<file path="config.mk">
export PLATFORM = sky130hd
export DESIGN_NAME = wshb_stream_sink
export DESIGN_NICKNAME = d
export VERILOG_FILES = /design/src/rtl/wshb_sink_pkg.sv /design/src/rtl/wshb_stream_sink_sync_fifo.sv /design/src/rtl/wshb_stream_sink.sv
export SDC_FILE = /design/constraint.sdc
export NUM_CORES = 1
export LEC_CHECK = 0
export BUFFER_PORTS_ARGS = -buffer_cell sky130_fd_sc_hd__buf_2
export CAP_MARGIN = 20
export CORE_AREA = 2 2 234 236
export CTS_CLUSTER_SIZE = 12
export DETAILED_ROUTE_END_ITERATION = 12
export DIE_AREA = 0 0 236 238
export PLACE_DENSITY = 0.59
export SKIP_LAST_GASP = 1
export SYNTH_ARGS = -nofsm -noshare
export SYNTH_HDL_FRONTEND = slang
export SYNTH_SLANG_ARGS = --single-unit
</file>
<file path="constraint.sdc">
create_clock -name sys_clk -period 6.2 [get_ports sys_clk]
set_input_delay 0.62 -clock sys_clk [delete_from_list [all_inputs] [get_ports sys_clk]]
set_output_delay 0.62 -clock sys_clk [all_outputs]
set_load 0.01 [all_outputs]
</file>
<file path="src/rtl/wshb_sink_pkg.sv">
// Shared constants for the Wishbone stream sink: status word layout,
// termination kinds and the default FIFO depth.
package wshb_sink_pkg;

  // Default FIFO depth in 32-bit words (power of two, at least 4)
  localparam int DEFAULT_DEPTH = 16;

  // Status word layout returned on a read access
  localparam int STATUS_W       = 32;
  localparam int STAT_EMPTY_BIT = 0;
  localparam int STAT_FULL_BIT  = 1;
  localparam int STAT_LEVEL_LSB = 8;
  localparam int STAT_LEVEL_W   = 8;

  // Only full-word writes carry a pixel word
  localparam logic [3:0] SEL_FULL_WORD = 4'hF;

  // How the current bus request will be terminated
  typedef enum logic [1:0] {
    TERM_NONE   = 2'd0,
    TERM_WR_ACK = 2'd1,
    TERM_RD_ACK = 2'd2,
    TERM_ERR    = 2'd3
  } term_e;

  // Assemble the status word; unused bits read as zero
  function automatic logic [STATUS_W-1:0] pack_status(
    input logic                    empty,
    input logic                    full,
    input logic [STAT_LEVEL_W-1:0] lvl
  );
    logic [STATUS_W-1:0] w;
    w                                  = '0;
    w[STAT_EMPTY_BIT]                  = empty;
    w[STAT_FULL_BIT]                   = full;
    w[STAT_LEVEL_LSB +: STAT_LEVEL_W]  = lvl;
    return w;
  endfunction

endpackage

</file>
<file path="src/rtl/wshb_stream_sink_sync_fifo.sv">
// Single-clock show-ahead FIFO. Storage is a plain array with a registered
// read port so it maps onto block RAM; the head word is prefetched into the
// read register one cycle after it has been written.
module sync_fifo #(
  parameter int DEPTH = 16,
  parameter int WIDTH = 32
) (
  input  logic                   clk_i,
  input  logic                   rst_n_i,
  input  logic                   push_i,
  input  logic [WIDTH-1:0]       push_data_i,
  input  logic                   ready_i,
  output logic                   out_valid_o,
  output logic [WIDTH-1:0]       out_data_o,
  output logic                   full_o,
  output logic                   empty_o,
  output logic [$clog2(DEPTH):0] level_o
);

  localparam int AW = $clog2(DEPTH);
  localparam int LW = AW + 1;
  localparam logic [LW-1:0] DEPTH_L = LW'(DEPTH);

  logic [WIDTH-1:0] mem_q [DEPTH];
  logic [WIDTH-1:0] rdata_q;

  logic [AW-1:0] wr_ptr_q, wr_ptr_d;
  logic [AW-1:0] rd_ptr_q, rd_ptr_d;
  logic [LW-1:0] level_q, level_d;
  logic          valid_q, valid_d;

  logic push_ok;
  logic pop;

  assign full_o      = (level_q == DEPTH_L);
  assign empty_o     = (level_q == '0);
  assign level_o     = level_q;
  assign out_valid_o = valid_q;
  assign out_data_o  = rdata_q;

  // A push into a full FIFO is refused here as a second line of defence
  assign push_ok = push_i & ~full_o;
  assign pop     = valid_q & ready_i;

  // Next-state for pointers, occupancy and head-valid flag
  always_comb begin
    wr_ptr_d = wr_ptr_q;
    rd_ptr_d = rd_ptr_q;
    level_d  = level_q;
    if (push_ok) begin
      wr_ptr_d = wr_ptr_q + AW'(1);
    end
    if (pop) begin
      rd_ptr_d = rd_ptr_q + AW'(1);
    end
    unique case ({push_ok, pop})
      2'b10:   level_d = level_q + LW'(1);
      2'b01:   level_d = level_q - LW'(1);
      default: level_d = level_q;
    endcase
    // The word read this edge is valid only if it was already stored before
    // this edge; a word written now becomes visible one cycle later.
    valid_d = (level_q > LW'(pop));
  end

  // Storage write port (contents survive reset)
  always_ff @(posedge clk_i) begin
    if (push_ok) begin
      mem_q[wr_ptr_q] <= push_data_i;
    end
  end

  // Registered read of the next head word (show-ahead prefetch)
  always_ff @(posedge clk_i) begin
    rdata_q <= mem_q[rd_ptr_d];
  end

  // Control state with synchronous active-low reset
  always_ff @(posedge clk_i) begin
    if (!rst_n_i) begin
      wr_ptr_q <= '0;
      rd_ptr_q <= '0;
      level_q  <= '0;
      valid_q  <= 1'b0;
    end else begin
      wr_ptr_q <= wr_ptr_d;
      rd_ptr_q <= rd_ptr_d;
      level_q  <= level_d;
      valid_q  <= valid_d;
    end
  end

endmodule

</file>
<file path="src/rtl/wshb_stream_sink.sv">
// Wishbone classic slave that accepts full-word writes into a FIFO and
// streams them out with valid/ready. Reads return a status word. Every
// termination is registered, so a request costs at least two cycles and
// there is no combinational path from strobe to ack.
module wshb_stream_sink
  import wshb_sink_pkg::*;
#(
  parameter int DEPTH = DEFAULT_DEPTH
) (
  input  logic                   sys_clk,
  input  logic                   sys_rst_n,
  input  logic                   wb_cyc,
  input  logic                   wb_stb,
  input  logic                   wb_we,
  input  logic [31:0]            wb_adr,
  input  logic [31:0]            wb_dat_ms,
  input  logic [3:0]             wb_sel,
  input  logic [2:0]             wb_cti,
  input  logic [1:0]             wb_bte,
  output logic                   wb_ack,
  output logic                   wb_err,
  output logic                   wb_rty,
  output logic [31:0]            wb_dat_sm,
  output logic                   out_valid,
  output logic [31:0]            out_data,
  input  logic                   out_ready,
  output logic [$clog2(DEPTH):0] level
);

  localparam int LW = $clog2(DEPTH) + 1;

  logic          ack_q, ack_d;
  logic          err_q, err_d;
  logic [31:0]   dat_sm_q, dat_sm_d;

  logic          req;
  term_e         term;
  logic          push;
  logic          fifo_full;
  logic          fifo_empty;
  logic [LW-1:0] fifo_level;

  // Address and burst qualifiers carry no meaning for this slave
  logic unused_inputs;
  assign unused_inputs = ^{wb_adr, wb_cti, wb_bte};

  assign wb_ack    = ack_q;
  assign wb_err    = err_q;
  assign wb_rty    = 1'b0;
  assign wb_dat_sm = dat_sm_q;
  assign level     = fifo_level;

  // Classify the request; a full FIFO simply withholds termination
  always_comb begin
    req  = sys_rst_n & wb_cyc & wb_stb & ~ack_q & ~err_q;
    term = TERM_NONE;
    if (req) begin
      if (wb_we) begin
        if (wb_sel != SEL_FULL_WORD) begin
          term = TERM_ERR;
        end else if (!fifo_full) begin
          term = TERM_WR_ACK;
        end
      end else begin
        term = TERM_RD_ACK;
      end
    end
  end

  // Termination and read-data for the next cycle
  always_comb begin
    push     = (term == TERM_WR_ACK);
    ack_d    = (term == TERM_WR_ACK) || (term == TERM_RD_ACK);
    err_d    = (term == TERM_ERR);
    dat_sm_d = '0;
    if (term == TERM_RD_ACK) begin
      dat_sm_d = pack_status(fifo_empty, fifo_full,
                             STAT_LEVEL_W'(fifo_level));
    end
  end

  // Registered bus outputs; reset drops any pending termination
  always_ff @(posedge sys_clk) begin
    if (!sys_rst_n) begin
      ack_q    <= 1'b0;
      err_q    <= 1'b0;
      dat_sm_q <= '0;
    end else begin
      ack_q    <= ack_d;
      err_q    <= err_d;
      dat_sm_q <= dat_sm_d;
    end
  end

  sync_fifo #(
    .DEPTH (DEPTH),
    .WIDTH (32)
  ) u_fifo (
    .clk_i       (sys_clk),
    .rst_n_i     (sys_rst_n),
    .push_i      (push),
    .push_data_i (wb_dat_ms),
    .ready_i     (out_ready),
    .out_valid_o (out_valid),
    .out_data_o  (out_data),
    .full_o      (fifo_full),
    .empty_o     (fifo_empty),
    .level_o     (fifo_level)
  );

endmodule

</file>
==> Implementation_results.wiki <==
{| class="wikitable"
! Metric !! Value
|-
| Status || completed
|-
| Count of vias placed by the detailed router || 9648
|-
| Post-synth EDFFs || 512
|-
| Storage cell area || 0.0165 mm2
|-
| Filler instances || 4494
|-
| Largest vdd supply drop || 0.207 mV
|-
| DR DRC count || 0
|-
| Number of buffers added to fix hold violations after cts || 0
|-
| Average instance area after synthesis || 22.1 um2
|-
| Data arrival at the endpoint of the critical path || 4160 ps
|-
| Utilization of the core after routing || 45.6%
|-
| Die height || 238 um
|-
| Number of buffers added on ports || 88
|-
| Area of combinational cells with multiple inputs || 0.00451 mm2
|-
| Pin count of the biggest net entering global routing || 130
|-
| Synthesized instance count || 960
|-
| Slowest cell delay on critical path || 880 ps
|-
| Pre-Repair DR Iteration Count || 5
|-
| Critical path class || reg2reg
|-
| Pwr/cell area || 320 mW/mm2
|-
| Register-to-register setup slack || 2320 ps
|-
| Final total negative setup slack || 0 ps
|-
| Max-cap check violation count || 0
|-
| CP startpoint || u_fifo.level_o[1]
|-
| Aggregate routed wire length || 42700 um
|-
| Routed wire length per instance || 23.4 um
|-
| Share of flip-flops with an asynchronous set or reset || 0%
|-
| Clk Tree Root Cell || sky130_fd_sc_hd__clkbuf_16
|-
| Cell row count || 85
|-
| I/O pins || 152
|-
| Clock network latency to the later pin of the worst-skew pair || 600 ps
|-
| Die outline area || 0.0562 mm2
|-
| Final-report hold violation count || 0
|-
| CTS sink cnt || 567
|-
| Die W || 236 um
|-
| First-pass GRT wire length || 64300 um
|-
| Synth top area cells || sky130_fd_sc_hd__edfxtp_1, sky130_fd_sc_hd__mux4_2, sky130_fd_sc_hd__dfxtp_1
|-
| Starting Density || 39.6%
|-
| Layout overhead on the synthesized area || 15.0%
|-
| Yosys warning total || 0
|-
| Reg-to-reg startpoint || u_fifo.level_o[1]
|-
| Leading post-synthesis cells by instance count || sky130_fd_sc_hd__edfxtp_1, sky130_fd_sc_hd__mux4_2, sky130_fd_sc_hd__dfxtp_1, sky130_fd_sc_hd__a221o_1, sky130_fd_sc_hd__a22o_1
|-
| Maximum clock insertion buffer count || 3
|-
| Final count of negative-setup-slack endpoints || 0
|-
| Top cell type's share of synthesized area || 72.5%
|-
| Maximum clock frequency || 0.257 GHz
|-
| Post-synthesis cell type with the largest combined area || sky130_fd_sc_hd__edfxtp_1
|-
| Setup crit end || u_fifo.mem_q[3][26]
|-
| Share of final-layout standard cells stronger than drive strength 1 || 30.4%
|-
| Leading register cell type out of synthesis || sky130_fd_sc_hd__edfxtp_1
|-
| Final setup margin || 2320 ps
|-
| Max stage delay cell, worst path || sky130_fd_sc_hd__nor3_2
|-
| Net count, final || 1176
|-
| Critical path capture point type || register
|-
| CP startpoint kind || register
|-
| Vias/cell || 5.28
|-
| Via count of the first global-routing pass || 10200
|-
| Hold slack || 395 ps
|-
| Final weighted congestion in routability-driven placement || 0.701
|-
| Clock slew at the register clock pins of the worst setup and hold paths || 60 ps
|-
| Area of the core || 0.0535 mm2
|-
| Non-Filler Cell Area, Final || 0.0244 mm2
|-
| Endpoint of the lowest-slack register-to-register path || u_fifo.mem_q[3][26]
|-
| Seq cells post-synth || 567
|-
| Worst hold path class || in2reg
|-
| Initial DRC Count || 777
|-
| Max transition margin || 26.6%
|-
| Cell Area, Synth || 0.0212 mm2
|-
| Maximum fanout encountered on the critical timing path || 25
|-
| GRT Overall Usage || 15.4%
|-
| Post-CTS Setup Bufs || 0
|-
| Worst R2R Path Depth || 10
|-
| HPWL after DPL || 22400 um
|-
| Leakage component of the power || 8.10 nW
|-
| Antenna Cells || 0
|-
| Number of buffers inserted during clock tree synthesis || 58
|-
| Unrepaired setup endpoints after global routing || false
|-
| Total number of H-tree levels || 2
|-
| Final min period || 3880 ps
|-
| Worst Max-Slew Pin Slew || 1100 ps
|-
| Number of antenna violations at the first check in global routing || 2
|-
| Critical Path, Cell by Cell || nor3_1 -> nand3_1 -> o211ai_1 -> inv_1 -> ha_1 -> inv_1 -> a31oi_1 -> nand2_1 -> nor3_2 -> buf_12
|-
| TritonCTS clock tree || yes
|-
| Post-placement cell area || 0.0226 mm2
|-
| Final slew viol count || 0
|-
| Post-synthesis cell type count || 41
|-
| Pre-CTS setup slack || 1750 ps
|-
| Final Skew || 9.77 ps
|-
| Library cell with the highest instance count after synthesis || sky130_fd_sc_hd__edfxtp_1
|-
| Cell occurring most often along the worst timing path || sky130_fd_sc_hd__inv_1
|-
| Share of the yosys chip area belonging to registers || 77.7%
|-
| WP data required || 6480 ps
|-
| Post-CTS Resized || 0
|-
| Period Utilization, post-route || 62.7%
|-
| ANT nets after route || 0
|-
| GRT Residual Overflow || 0
|}
[routing by layer]
layer	routed length [um]	track usage, %
met1	18700	20.5
met2	21400	26.2
met3	1820	2.41
met4	844	4.54
met5	0	0
[registers in the layout, summed over array words and instances (netlist names)]
| signal | flops |
|---|---|
| wb_err | 1 |
| u_fifo.rd_ptr_q | 4 |
| wb_ack | 1 |
| wb_dat_sm | 7 |
| u_fifo.out_valid_o | 1 |
| u_fifo.wr_ptr_q | 4 |
| u_fifo.mem_q | 512 |
| u_fifo.out_data_o | 32 |
| u_fifo.level_o | 5 |
[cells in the final DEF (no fill, tap or decap), types with 6 or more instances in the layout]
master / Yosys / routed
sky130_fd_sc_hd__buf_4: 28 / 17
sky130_fd_sc_hd__ha_1: 13 / 13
sky130_fd_sc_hd__clkbuf_1: 27 / 24
sky130_fd_sc_hd__inv_1: 8 / 8
sky130_fd_sc_hd__clkbuf_8: 0 / 10
sky130_fd_sc_hd__and2_1: 8 / 8
sky130_fd_sc_hd__buf_2: 10 / 88
sky130_fd_sc_hd__a221o_1: 32 / 32
sky130_fd_sc_hd__buf_12: 0 / 6
sky130_fd_sc_hd__nand2_1: 10 / 10
sky130_fd_sc_hd__nand2b_1: 7 / 7
sky130_fd_sc_hd__a22o_1: 32 / 32
sky130_fd_sc_hd__mux4_2: 128 / 128
sky130_fd_sc_hd__clkbuf_16: 0 / 59
sky130_fd_sc_hd__dfxtp_1: 55 / 55
sky130_fd_sc_hd__nor2_4: 0 / 14
sky130_fd_sc_hd__conb_1: 1 / 26
sky130_fd_sc_hd__clkinv_2: 0 / 7
sky130_fd_sc_hd__edfxtp_1: 512 / 512
[worst min-delay path by stage]
stage | start | to | slack, ps | cells past startpoint
CTS | wb_dat_ms[10] | u_fifo.mem_q[5][10] | 360 | 1
global placement | u_fifo.level_o[4] | u_fifo.level_o[4] | 510 | 2
global route | wb_dat_ms[16] | u_fifo.mem_q[11][16] | 390 | 1
floorplan | u_fifo.level_o[4] | u_fifo.level_o[4] | 530 | 2
detailed placement | u_fifo.level_o[3] | wb_dat_sm[11] | 530 | 1
finish | wb_dat_ms[10] | u_fifo.mem_q[13][10] | 400 | 1
[worst max-delay path, delay by kind of cell (launching register included)]
family	cells	cell delay (ps)
simple gates	4	1630
compound gates	2	750
flops	1	510
buf+inv	3	480
fa+ha+maj	1	150
[cell families after synthesis]
group,after synthesis,share of synthesized area [%]
xor+xnor,10,0.413
buf+inv,83,2.27
flops,567,77.7
mux,131,13.7
fa+ha+maj,13,0.767
simple gates,74,1.79
compound gates,81,3.33
other cells,1,0.0177
[cell type report]
type                       count  share of cell area, %
sequential                   567                   67.5
multi-input combinational    335                   18.5
clock buffer                  93                   6.99
tap                          696                   3.57
timing repair buffer         113                   2.98
clock inverter                14                  0.287
inverter                       9                  0.138
[where the power goes]
part	switching, W	leakage [nW]	total, W	internal [W]
Clock	0.00138	0.867	0.00325	0.00187
Combinational	0.000181	2.17	0.000349	0.000168
Sequential	0.00000835	5.06	0.00419	0.00419
Total	0.00157	8.10	0.00779	0.00622
[metrics by stage]
step / total power (W) / std cells
floorplan: 0.00454 / 985
global placement: 0.00463 / 1718
global route: 0.00804 / 1827
detailed placement: 0.00463 / 1718
finish: 0.00779 / 1827
CTS: 0.00789 / 1825
No activity file was read; power rests on OpenSTA's default activity.
